==> config.mk <==
export PLATFORM = sky130hd
export DESIGN_NAME = lcd_refresh_sequencer_flat
export DESIGN_NICKNAME = d
export VERILOG_FILES = /design/src/rtl/lcd_refresh_sequencer_if.sv /design/src/rtl/lcd_refresh_sequencer.sv /design/src/flat_wrapper.sv
export SDC_FILE = /design/constraint.sdc
export NUM_CORES = 1
export LEC_CHECK = 0
export CORE_ASPECT_RATIO = 0.8
export CORE_MARGIN = 2
export CORE_UTILIZATION = 40
export CTS_CLUSTER_SIZE = 40
export DETAILED_ROUTE_END_ITERATION = 6
export GPL_TIMING_DRIVEN = 1
export PLACE_DENSITY = 0.66
export SLEW_MARGIN = 10
export SYNTH_ARGS = -nofsm -noshare
export SYNTH_HDL_FRONTEND = slang
export SYNTH_SLANG_ARGS = --single-unit
==> constraint.sdc <==
create_clock -name clk -period 4.5 [get_ports clk]
set_input_delay 0.9 -clock clk [delete_from_list [all_inputs] [get_ports clk]]
set_output_delay 0.9 -clock clk [all_outputs]
set_load 0.02 [all_outputs]
==> src/rtl/lcd_refresh_sequencer_if.sv <==
// lcd_refresh_sequencer_if: host and LCD-controller signal bundle for the refresh sequencer
// Host side: wr_en/wr_addr/wr_data frame writes, refresh_req pulse, busy/done/error status.
// Controller side: lcd_cmd/lcd_enable/lcd_data command out, lcd_rdy handshake in.
// master = environment (host + controller), slave = sequencer.
interface lcd_refresh_sequencer_if;
  logic       wr_en;
  logic [4:0] wr_addr;
  logic [7:0] wr_data;
  logic       refresh_req;
  logic       busy;
  logic       done;
  logic       error;
  logic [5:0] lcd_cmd;
  logic       lcd_enable;
  logic [7:0] lcd_data;
  logic       lcd_rdy;
  modport master (output wr_en, wr_addr, wr_data, refresh_req, lcd_rdy,
                  input busy, done, error, lcd_cmd, lcd_enable, lcd_data);
  modport slave (input wr_en, wr_addr, wr_data, refresh_req, lcd_rdy,
                 output busy, done, error, lcd_cmd, lcd_enable, lcd_data);
endinterface

==> src/rtl/lcd_refresh_sequencer.sv <==
// lcd_refresh_sequencer: paints a 32-byte host frame buffer onto an LCD 1602A via its command controller
// Ports: clk; rst (sync, active-high); bus (slave) carrying host writes/refresh/status and the
// one-command-at-a-time controller handshake (lcd_cmd, lcd_enable, lcd_data, lcd_rdy).
module lcd_refresh_sequencer #(
  parameter int         TIMEOUT_CYCLES = 1000000,
  parameter int         TO_W           = 20,
  parameter logic [7:0] PAD_CHAR       = 8'h20,
  parameter bit         AUTO_INIT      = 1'b1
) (
  input logic                    clk,
  input logic                    rst,
  lcd_refresh_sequencer_if.slave bus
);
  typedef enum logic [2:0] {S_IDLE, S_ASSERT, S_WAIT, S_RELEASE, S_FINISH} state_t;
  typedef enum logic [2:0] {P_INIT, P_CLEAR, P_LINE1, P_PAD, P_LINE2} phase_t;
  localparam logic [5:0] CMD_INIT = 6'd1, CMD_DATA = 6'd3, CMD_CLEAR = 6'd4;
  state_t          r_state, w_next;
  phase_t          r_phase, w_phase;
  logic [4:0]      r_idx, w_idx;
  logic [TO_W-1:0] r_to;
  logic [7:0]      r_buf [32];
  logic [5:0]      r_cmd;
  logic [7:0]      r_data;
  logic            r_init_ok, r_pending, r_error, r_auto;
  logic            w_to, w_abort, w_consume, w_init_done, w_start, w_accept, w_en;
  logic [7:0]      w_byte;
  assign w_to     = r_to == TO_W'(TIMEOUT_CYCLES - 1);
  assign w_start  = w_next == S_ASSERT && r_state != S_ASSERT;
  assign w_accept = r_state == S_IDLE && bus.refresh_req;
  assign w_en     = r_state == S_ASSERT || r_state == S_WAIT;
  // line 2 characters live in the upper half of the buffer
  assign w_byte   = r_buf[{w_phase == P_LINE2, w_idx[3:0]}];
  always_comb begin
    w_next      = r_state;
    w_phase     = r_phase;
    w_idx       = r_idx;
    w_abort     = 1'b0;
    w_consume   = 1'b0;
    w_init_done = 1'b0;
    case (r_state)
      S_IDLE: if (bus.refresh_req || r_auto) begin
        w_next  = S_ASSERT;
        w_phase = r_init_ok ? P_CLEAR : P_INIT;
        w_idx   = '0;
      end
      S_ASSERT: begin
        w_abort = w_to && bus.lcd_rdy;
        w_next  = !bus.lcd_rdy ? S_WAIT : w_to ? S_IDLE : S_ASSERT;
      end
      S_WAIT: begin
        w_abort = w_to && !bus.lcd_rdy;
        w_next  = bus.lcd_rdy ? S_RELEASE : w_to ? S_IDLE : S_WAIT;
      end
      S_RELEASE: begin
        w_next = S_ASSERT;
        w_idx  = r_idx + 5'd1;
        case (r_phase)
          P_INIT: begin
            w_init_done = 1'b1;
            w_consume   = r_pending;
            w_next      = r_pending ? S_ASSERT : S_IDLE;
            w_phase     = P_CLEAR;
            w_idx       = '0;
          end
          P_CLEAR: begin
            w_phase = P_LINE1;
            w_idx   = '0;
          end
          P_LINE1: if (r_idx == 5'd15) begin
            w_phase = P_PAD;
            w_idx   = '0;
          end
          P_PAD: if (r_idx == 5'd23) begin
            w_phase = P_LINE2;
            w_idx   = '0;
          end
          default: if (r_idx == 5'd15) w_next = S_FINISH;
        endcase
      end
      S_FINISH: begin
        // a request landing on the finish cycle chains straight into the next frame
        w_consume = r_pending || bus.refresh_req;
        w_next    = w_consume ? S_ASSERT : S_IDLE;
        w_phase   = P_CLEAR;
        w_idx     = '0;
      end
      default: w_next = S_IDLE;
    endcase
  end
  always_ff @(posedge clk) r_state <= rst ? S_IDLE : w_next;
  always_ff @(posedge clk) begin
    if (rst) begin
      r_phase   <= P_INIT;
      r_idx     <= '0;
      r_to      <= '0;
      r_cmd     <= '0;
      r_data    <= '0;
      r_init_ok <= 1'b0;
      r_pending <= 1'b0;
      r_error   <= 1'b0;
      r_auto    <= AUTO_INIT;
      for (int i = 0; i < 32; i++) r_buf[i] <= PAD_CHAR;
    end else begin
      if (bus.wr_en) r_buf[bus.wr_addr] <= bus.wr_data;
      r_to <= (w_next != r_state) ? '0 : r_to + TO_W'(1);
      if (w_start) begin
        r_phase <= w_phase;
        r_idx   <= w_idx;
        r_cmd   <= w_phase == P_INIT ? CMD_INIT : w_phase == P_CLEAR ? CMD_CLEAR : CMD_DATA;
        r_data  <= (w_phase == P_INIT || w_phase == P_CLEAR) ? 8'h00 : w_phase == P_PAD ? PAD_CHAR : w_byte;
      end
      if (w_start && w_phase == P_INIT) r_auto <= 1'b0;
      if (w_init_done) r_init_ok <= 1'b1;
      r_pending <= !w_abort && ((r_pending && !w_consume) ||
                   (bus.refresh_req && r_state != S_IDLE && r_state != S_FINISH) ||
                   (w_accept && !r_init_ok));
      r_error <= w_abort || (r_error && !w_accept);
    end
  end
  assign bus.busy       = r_state != S_IDLE && r_state != S_FINISH;
  assign bus.done       = r_state == S_FINISH;
  assign bus.error      = r_error;
  assign bus.lcd_enable = w_en;
  assign bus.lcd_cmd    = w_en ? r_cmd : '0;
  assign bus.lcd_data   = r_data;
endmodule

==> src/flat_wrapper.sv <==
// flat-port wrapper written by rule: the top's interface ports become plain ports
module lcd_refresh_sequencer_flat 
#(
  parameter int         TIMEOUT_CYCLES = 1000000,
  parameter int         TO_W           = 20,
  parameter logic [7:0] PAD_CHAR       = 8'h20,
  parameter bit         AUTO_INIT      = 1'b1
)
  (clk, rst, bus_wr_en, bus_wr_addr, bus_wr_data, bus_refresh_req, bus_lcd_rdy, bus_busy, bus_done, bus_error, bus_lcd_cmd, bus_lcd_enable, bus_lcd_data);
  lcd_refresh_sequencer_if bus_i ();
  input logic clk;
  input logic rst;
  input wire logic [$bits(bus_i.wr_en)-1:0] bus_wr_en;
  input wire logic [$bits(bus_i.wr_addr)-1:0] bus_wr_addr;
  input wire logic [$bits(bus_i.wr_data)-1:0] bus_wr_data;
  input wire logic [$bits(bus_i.refresh_req)-1:0] bus_refresh_req;
  input wire logic [$bits(bus_i.lcd_rdy)-1:0] bus_lcd_rdy;
  output wire logic [$bits(bus_i.busy)-1:0] bus_busy;
  output wire logic [$bits(bus_i.done)-1:0] bus_done;
  output wire logic [$bits(bus_i.error)-1:0] bus_error;
  output wire logic [$bits(bus_i.lcd_cmd)-1:0] bus_lcd_cmd;
  output wire logic [$bits(bus_i.lcd_enable)-1:0] bus_lcd_enable;
  output wire logic [$bits(bus_i.lcd_data)-1:0] bus_lcd_data;
  assign bus_i.wr_en = bus_wr_en;
  assign bus_i.wr_addr = bus_wr_addr;
  assign bus_i.wr_data = bus_wr_data;
  assign bus_i.refresh_req = bus_refresh_req;
  assign bus_i.lcd_rdy = bus_lcd_rdy;
  assign bus_busy = bus_i.busy;
  assign bus_done = bus_i.done;
  assign bus_error = bus_i.error;
  assign bus_lcd_cmd = bus_i.lcd_cmd;
  assign bus_lcd_enable = bus_i.lcd_enable;
  assign bus_lcd_data = bus_i.lcd_data;
  lcd_refresh_sequencer #(.TIMEOUT_CYCLES(TIMEOUT_CYCLES), .TO_W(TO_W), .PAD_CHAR(PAD_CHAR), .AUTO_INIT(AUTO_INIT)) u_core (.clk(clk), .rst(rst), .bus(bus_i));
endmodule
==> results.cfg, run 1 <==
[worst_setup_path]
timing.rr.start = u_core.r_idx[0]
crit_required_ns = 4.99
crit_type = reg -> reg
reg2reg_depth = 11
crit_start = u_core.r_idx[0]
cp.arrival_ns = 4.42
crit_path_start_kind = flip-flop
path_max_fanout = 39
worst_setup_path_end_kind = flip-flop

[logic_synthesis]
synthFlopType = edfxtp_1
synth_edf_count = 256
netlist_area_um2 = 14700
synth_cell_types = 74
syn_area_per_cell_um2 = 10.7
synthCells = 1377
yosysWarningCount = 0
async_flop_share_pct = 0
ys_ff_latch = 302
seq_area_frac_synth_pct = 58.7

[grt]
first_global_vias = 10400
grt-ovfl-total = 0
antenna_found_initial = 1
grt_pass1_wl_mm = 60.8
grt_max_degree = 100
grtUsageTotal_pct = 20.7

[floorplan]
ios = 36
start_util_pct = 40.8
die_area_um2 = 38200
core_um2 = 36000
die_h_um = 175
std_cell_rows = 62
die_w_um = 218

[layout]
multi_input_area_um2 = 5540
area_delta_synth_final_pct = 12.3
seqCellArea_um2 = 8610
finish.utilization_pct = 45.8
nets = 1412
final_area_um2 = 16500
fillers = 3343
n_antenna_cell = 0
final_cells = 1893
drive_gt1_share_pct = 8.92

[clock_network]
ctsResizeCount = 0
numClockSinks = 302
root_buffer = clkbuf_16
holdBufCountCts = 0
clock_path_buffers = 3
clk_pin_slew_worst_paths_ns = 0.06
clk_latency_ns = 0.57
htreeDepth = 1
post-cts-setup-buffers = 0
numCtsBuffers = 31
cts_tree = done

[sta]
fin_tns_setup_ns = 0
hold_viol = 0
rsz0062_at_grt = false
max-slew-margin-rel_pct = 22.8
whs_ns = 0.479
clock_skew_ns = 0.0123
min_period_ns = 3.93
worst_slew_pin_slew_ns = 1.15
min_period_over_period_pct = 87.3
final-max-slew-violation-count = 0
setup_viol_count_final = 0
setup_slack_ns = 0.571
fmax_mhz = 254

[hold_path]
hp-class = reg -> reg
hold_depth = 2
hp-start = u_core.r_init_ok

[pwr]
p_per_area_nw_per_um2 = 402
power_leakage_nw = 5.73
peakVddDrop_v = 0.000295
total_power_mw = 6.63

[route]
drtIter0Drc = 1196
drc = 0
totalWireLength_mm = 39.4
detail_route.first_pass.iterations = 5
vias = 10700
ant_nets = 0
vias_per_cell = 5.67
wl_per_cell_um = 20.8

[placed_design]
dpl_cell_area_um2 = 15500
post-place-ws_ns = 0.460
port_buffers = 32
hpwl_mm = 25.4
dpl.cell_count = 1836
place_congestion = 0.871

[status]
outcome = finished, final reports clean

[flow_run]
drv_cap = 0
-- worst max-delay path, stage by stage (launching register included) --
cell and delay (ns):
dfxtp_1 0.46, ha_1 0.29, and3_1 0.20, ha_1 0.23, nand2b_1 0.09, a21oi_2 0.45, o41a_2 0.51, buf_4 0.47
mux2i_1 0.19, a2111oi_0 0.61, nor4_1 0.13, a211oi_2 0.20
-- area by class of cell --
type / count / area share [%]
Clock buffer: 50 / 5.62
Inverter: 12 / 0.273
Timing Repair Buffer: 83 / 4.39
Tap cell: 480 / 3.64
Clock inverter: 7 / 0.220
Multi-Input combinational cell: 959 / 33.6
Sequential cell: 302 / 52.2
-- synth_stat cells (all sizes together) (2+ instances only) --
master | count | area [um^2]
a2111oi | 2 | 17.5
a211oi | 7 | 57.6
a21o | 4 | 30.0
a21oi | 84 | 424
a221oi | 32 | 280
a222oi | 2 | 20.0
a22o | 5 | 43.8
a22oi | 5 | 37.5
a311oi | 4 | 35.0
a31oi | 13 | 81.3
and2 | 230 | 1440
and3 | 24 | 150
and4 | 2 | 17.5
buf | 56 | 318
clkbuf | 50 | 188
dfxtp | 46 | 921
edfxtp | 256 | 7690
ha | 5 | 62.6
inv | 12 | 45.0
mux2 | 3 | 33.8
mux2i | 7 | 70.1
nand2 | 202 | 758
nand2b | 6 | 37.5
nand3 | 46 | 230
nand3b | 8 | 72.6
nand4 | 13 | 81.3
nor2 | 83 | 312
nor2b | 3 | 18.8
nor3 | 11 | 60.1
nor4 | 9 | 98.8
nor4b | 4 | 41.3
o211ai | 8 | 65.1
o21a | 3 | 22.5
o21ai | 48 | 244
o22a | 2 | 17.5
o22ai | 3 | 18.8
o31ai | 2 | 28.8
o41a | 2 | 22.5
or2 | 2 | 12.5
or3 | 37 | 231
or3b | 2 | 17.5
xnor2 | 5 | 43.8
xor2 | 13 | 114
-- power breakdown --
| part | switching (mW) | internal (mW) | total (mW) |
|---|---|---|---|
| Clock | 1.07 | 1.40 | 2.47 |
| Combinational | 0.635 | 0.284 | 0.918 |
| Sequential | 0.0694 | 3.18 | 3.25 |
-- layout by cell type (no fill, tap or decap), drive strengths merged, types with 24 or more instances in the layout --
cell type / synthesis / routed
nand2: 202 / 202
buf: 56 / 57
a221oi: 32 / 32
clkdlybuf4s50: 0 / 26
and3: 24 / 24
clkbuf: 50 / 50
or3: 37 / 37
and2: 230 / 230
nor2: 83 / 83
o21ai: 48 / 48
nand3: 46 / 46
edfxtp: 256 / 256
a21oi: 84 / 84
dfxtp: 46 / 46
-- worst paths after layout --
check,slack [ns],end
hold reg to reg,0.48,u_core.r_init_ok
setup reg to reg,0.57,u_core.bus.lcd_data[5]
setup / recovery,0.57,u_core.bus.lcd_data[5]
hold / removal,0.48,u_core.r_init_ok
-- cell families after synthesis --
group           share of synthesized area [%]
xor+xnor                                 1.07
other cells                            0.0256
fa+ha+maj                               0.426
flops                                    58.7
mux                                     0.708
simple gates                             24.6
buf+inv                                  3.75
compound gates                           10.8
-- metal layers --
layer	share of wire, %	GRT usage [%]	wire length [um]	vias up
met5	0	0	0	-
met4	2.3	5.41	923	0
met3	10	4.52	3950	64
met2	43	30.8	17000	492
met1	44	30.7	17500	5241
li1	-	-	-	4940
-- state kept, by name (all words and copies together), names as in the netlist --
name and cells:
u_core.bus.error 1, u_core.bus.lcd_data 8, u_core.r_auto 1, u_core.r_buf 256, u_core.r_cmd 3, u_core.r_idx 5, u_core.r_init_ok 1, u_core.r_pending 1
u_core.r_phase 3, u_core.r_state 3, u_core.r_to 20
No activity file was read; power rests on OpenSTA's default activity.
==> run 2: changes to the inputs <==
--- a/config.mk
+++ b/config.mk
@@ -7,11 +7,11 @@
 export LEC_CHECK = 0
 export CORE_ASPECT_RATIO = 0.8
 export CORE_MARGIN = 2
-export CORE_UTILIZATION = 40
+export CORE_UTILIZATION = 55
 export CTS_CLUSTER_SIZE = 40
 export DETAILED_ROUTE_END_ITERATION = 6
 export GPL_TIMING_DRIVEN = 1
-export PLACE_DENSITY = 0.66
+export PLACE_DENSITY = 0.82
 export SLEW_MARGIN = 10
 export SYNTH_ARGS = -nofsm -noshare
 export SYNTH_HDL_FRONTEND = slang
==> results.cfg, run 2 (synthesis gave the netlist of run 1 again) <==
[layout]
area_delta_synth_final_pct = 12.0
multi_input_area_um2 = 5540
fillers = 2101
layout_common_cells = 256 x edfxtp_1, 230 x and2_1, 202 x nand2_1
layout_commonest_cell = edfxtp_1
largest_reg_flops = 256
n_antenna_cell = 0
final_area_um2 = 16400
seqCellArea_um2 = 8610
largest_register = u_core.r_buf
drive_gt1_share_pct = 9.21
nets = 1421

[pwr]
power_leakage_nw = 5.79
p_per_area_nw_per_um2 = 406
peakVddDrop_v = 0.000258

[grt]
first_global_vias = 10500
grt-ovfl-total = 0
grt_pass1_wl_mm = 59.4
antenna_found_initial = 0
grt_max_degree = 79
grtUsageTotal_pct = 27.3

[clock_network]
numCtsBuffers = 30
numClockSinks = 302
clk_latency_ns = 0.55
holdBufCountCts = 0
clk_pin_slew_worst_paths_ns = 0.06
root_buffer = clkbuf_16
cts_tree = done
clock_path_buffers = 3
ctsResizeCount = 0
post-cts-setup-buffers = 0
htreeDepth = 1

[route]
drc = 0
ant_nets = 0
totalWireLength_mm = 38.6
detail_route.first_pass.iterations = 5
wl_per_cell_um = 21.7
drtIter0Drc = 1659
vias = 11100
vias_per_cell = 6.22

[sta]
whs_ns = 0.468
hold_viol = 0
clock_skew_ns = 0.00969
min_period_over_period_pct = 91.8
worst_slew_pin_slew_ns = 1.15
rsz0062_at_grt = false
setup_slack_ns = 0.367
final-max-slew-violation-count = 0
setup_viol_count_final = 0
min_period_ns = 4.13
max-slew-margin-rel_pct = 23.6
fmax_mhz = 242
fin_tns_setup_ns = 0

[floorplan]
core_um2 = 26300
die_area_um2 = 28000
start_util_pct = 55.9
die_w_um = 187
die_h_um = 150
std_cell_rows = 53
ios = 36

[placed_design]
port_buffers = 32
post-place-ws_ns = 0.369
place_congestion = 0.878
dpl_cell_area_um2 = 15500
hpwl_mm = 24.9

[worst_setup_path]
crit_type = reg -> reg
path_max_fanout = 51
crit_required_ns = 4.90
cp.arrival_ns = 4.54
crit_path_start_kind = flip-flop
worst_setup_path_end_kind = flip-flop

[hold_path]
hp-class = reg -> reg

[status]
outcome = finished, final reports clean

[flow_run]
drv_cap = 0
-- run 2: cell types whose count changed in the layout (fill, tap and decap cells not counted), moves of 2 or more --
| cell | previous run | this run |
|---|---|---|
| buf_2 | 6 | 1 |
| clkbuf_2 | 0 | 2 |
| clkbuf_8 | 8 | 2 |
| buf_4 | 47 | 58 |
| o21ai_0 | 45 | 47 |
| clkbuf_1 | 11 | 9 |
| o21ai_1 | 2 | 0 |
| clkdlybuf4s50_1 | 26 | 31 |
| bufinv_16 | 0 | 3 |
-- run 2: routing by layer --
metal  track usage [%]  vias to the layer above  share of wire, %
met2              43.2                      701                46
li1                  -                     4955                 -
met4              8.89                        0               2.6
met5                 0                        -                 0
met3              4.55                       96                11
met1              38.7                     5307                40
-- run 2: area by class of cell --
class                      instances  area share [%]
timing repair buffer              93            4.93
clock buffer                      45            5.20
tap                              357            2.72
sequential                       302            52.4
multi-input combinational        959            33.7
clock inverter                    11           0.776
inverter                          12           0.274
-- run 2: report_power, final --
group / leakage, nW / internal [mW] / switching (mW) / total (mW)
clock network: 0.489 / 1.48 / 1.04 / 2.51
registers: 2.83 / 3.18 / 0.0721 / 3.25
logic: 2.47 / 0.289 / 0.628 / 0.917
total: 5.79 / 4.94 / 1.74 / 6.68
-- run 2: worst max-delay path, cell delays in order (launching register included) --
cell and delay, ns:
dfxtp_1 0.46, ha_1 0.29, and3_1 0.22, ha_1 0.21
nand2b_1 0.09, a21oi_2 0.46, o32a_2 1.03, buf_4 0.35
and3_1 0.18, a311oi_1 0.05, o21ai_0 0.45, nand3_1 0.17
-- run 2: final timing paths --
path	end	cells past startpoint	slack, ns	startpoint
max	u_core.bus.lcd_data[6]	11	0.37	u_core.r_idx[0]
min	u_core.r_init_ok	2	0.47	u_core.r_init_ok
max reg2reg	u_core.bus.lcd_data[6]	11	0.37	u_core.r_idx[0]
min reg2reg	u_core.r_init_ok	2	0.47	u_core.r_init_ok
-- run 2: per-stage QoR --
step / utilization (%) / cells / power, mW
after floorplan: - / 1379 / 3.89
after global routing: 62.6 / 1779 / 6.88
final: 62.6 / 1779 / 6.68
after detailed placement: 58.8 / 1723 / 4.20
after CTS: 62.6 / 1779 / 6.67
after global placement: 58.8 / 1723 / 4.17
==> run 3: changes to the inputs <==
--- a/config.mk
+++ b/config.mk
@@ -5,7 +5,7 @@
 export SDC_FILE = /design/constraint.sdc
 export NUM_CORES = 1
 export LEC_CHECK = 0
-export CORE_ASPECT_RATIO = 0.8
+export CORE_ASPECT_RATIO = 1.25
 export CORE_MARGIN = 2
 export CORE_UTILIZATION = 55
 export CTS_CLUSTER_SIZE = 40
==> results.cfg, run 3 (synthesis gave the netlist of run 1 again) <==
[hold_path]
hp-class = reg -> reg
hold_depth = 2
hp-start = u_core.r_cmd[0]
hold_end = u_core.r_cmd[0]

[sta]
setup_slack_ns = 0.624
max-slew-margin-rel_pct = 16.5
fmax_mhz = 258
min_period_ns = 3.88
final-max-slew-violation-count = 0
rsz0062_at_grt = false
setup_viol_count_final = 0
worst_slew_pin_slew_ns = 1.25
fin_tns_setup_ns = 0
hold_viol = 0
min_period_over_period_pct = 86.1
clock_skew_ns = 0.00953

[worst_setup_path]
crit_family = compound AO/OA/AOI/OAI gates
path_max_fanout = 27
path_buf_inv = 1
worst_setup_path_end_kind = flip-flop
rrSetupSlack_ns = 0.62
crit_required_ns = 4.91
cp_cell_sequence = ha_1, and3_1, ha_1, nand2b_1, a21oi_2, o32a_2, buf_4, nand3_1, and3_1, a2111oi_0, nand4_1
r2r_end = u_core.bus.lcd_data[3]
cp.arrival_ns = 4.29
timing.rr.start = u_core.r_idx[0]
crit_slowest_cell = a2111oi_0
crit_path_start_kind = flip-flop
slowest_delay_ns = 0.56
cp.depth = 11
reg2reg_depth = 11
crit_type = reg -> reg

[pwr]
p_per_area_nw_per_um2 = 404
peakVddDrop_v = 0.000233
power_leakage_nw = 5.70

[layout]
drive_gt1_share_pct = 8.24
final_cells = 1747
area_delta_synth_final_pct = 11.0
nets = 1408
largest_register = u_core.r_buf
layout_common_cells = 256 x edfxtp_1, 230 x and2_1, 202 x nand2_1
largest_reg_flops = 256
n_antenna_cell = 0
fillers = 2048
layout_commonest_cell = edfxtp_1

[route]
wl_per_cell_um = 20.9
vias_per_cell = 6.17
drc = 0
vias = 10800
totalWireLength_mm = 36.4
drtIter0Drc = 1292
ant_nets = 0
detail_route.first_pass.iterations = 5

[placed_design]
place_congestion = 0.943
dpl.cell_count = 1694
hpwl_mm = 23.8
port_buffers = 32
post-place-ws_ns = 0.552

[clock_network]
clock_path_buffers = 3
clk_pin_slew_worst_paths_ns = 0.07
numClockSinks = 302
htreeDepth = 1
clk_latency_ns = 0.55
cts_tree = done
ctsResizeCount = 0
holdBufCountCts = 0
root_buffer = clkbuf_16
numCtsBuffers = 29
post-cts-setup-buffers = 0

[grt]
grt_pass1_wl_mm = 56.5
grt_max_degree = 126
grt-ovfl-total = 0
antenna_found_initial = 1
first_global_vias = 10400
grtUsageTotal_pct = 26.1

[status]
outcome = finished, final reports clean

[flow_run]
drv_cap = 0

[floorplan]
die_area_um2 = 28000
start_util_pct = 56.2
die_h_um = 187
ios = 36
core_um2 = 26100
std_cell_rows = 66
die_w_um = 150
==> run 3: area by class of cell <==
class	instances	area, um^2	area share [%]
Sequential cell	302	8610	52.8
Multi-Input combinational cell	959	5540	34.0
Clock buffer	36	772	4.74
Timing Repair Buffer	81	726	4.45
Tap cell	340	425	2.61
Clock inverter	17	173	1.06
Inverter	12	45.0	0.276
==> run 3: how the worst max path moves through the flow <==
| stage | from | to | slack (ns) |
|---|---|---|---|
| CTS | u_core.r_idx[0] | u_core.bus.lcd_data[3] | 0.65 |
| global placement | bus_refresh_req | u_core.bus.lcd_data[3] | 0.63 |
| finish | u_core.r_idx[0] | u_core.bus.lcd_data[3] | 0.62 |
| detailed placement | bus_refresh_req | u_core.bus.lcd_data[3] | 0.55 |
| global route | u_core.r_idx[0] | u_core.bus.lcd_data[3] | 0.40 |
| floorplan | u_core.r_idx[0] | u_core.bus.lcd_data[0] | 1.64 |
==> run 3: per-layer routing <==
metal | up-vias | wire length [um] | track usage, %
met3 | 138 | 2980 | 4.03
met4 | 2 | 2170 | 14.0
met2 | 534 | 17600 | 43.0
met1 | 5184 | 13600 | 32.9
li1 | 4929 | - | -
met5 | - | 10 | 0
==> run 3: where the power goes <==
part	switching, mW	leakage [nW]	internal [mW]
logic	0.621	2.42	0.281
clock network	1.04	0.455	1.39
registers	0.0721	2.83	3.18
total	1.73	5.70	4.85
==> run 3: stage by stage <==
step	util, %	power [mW]	hold WS [ns]	cell area [um^2]
floorplan	-	3.89	0.438	14700
global placement	58.8	4.17	0.450	15300
detailed placement	58.8	4.19	0.461	15300
CTS	62.4	6.57	0.476	16300
global route	62.4	6.77	0.507	16300
finish	62.4	6.58	0.474	16300
==> run 3: tightest hold or removal path, delay by kind of cell, from the launching register on <==
family / cells / cell delay (ns)
AOI/OAI and AO/OA: 1 / 0.06
DFF: 1 / 0.31
buffers and inverters: 1 / 0.05
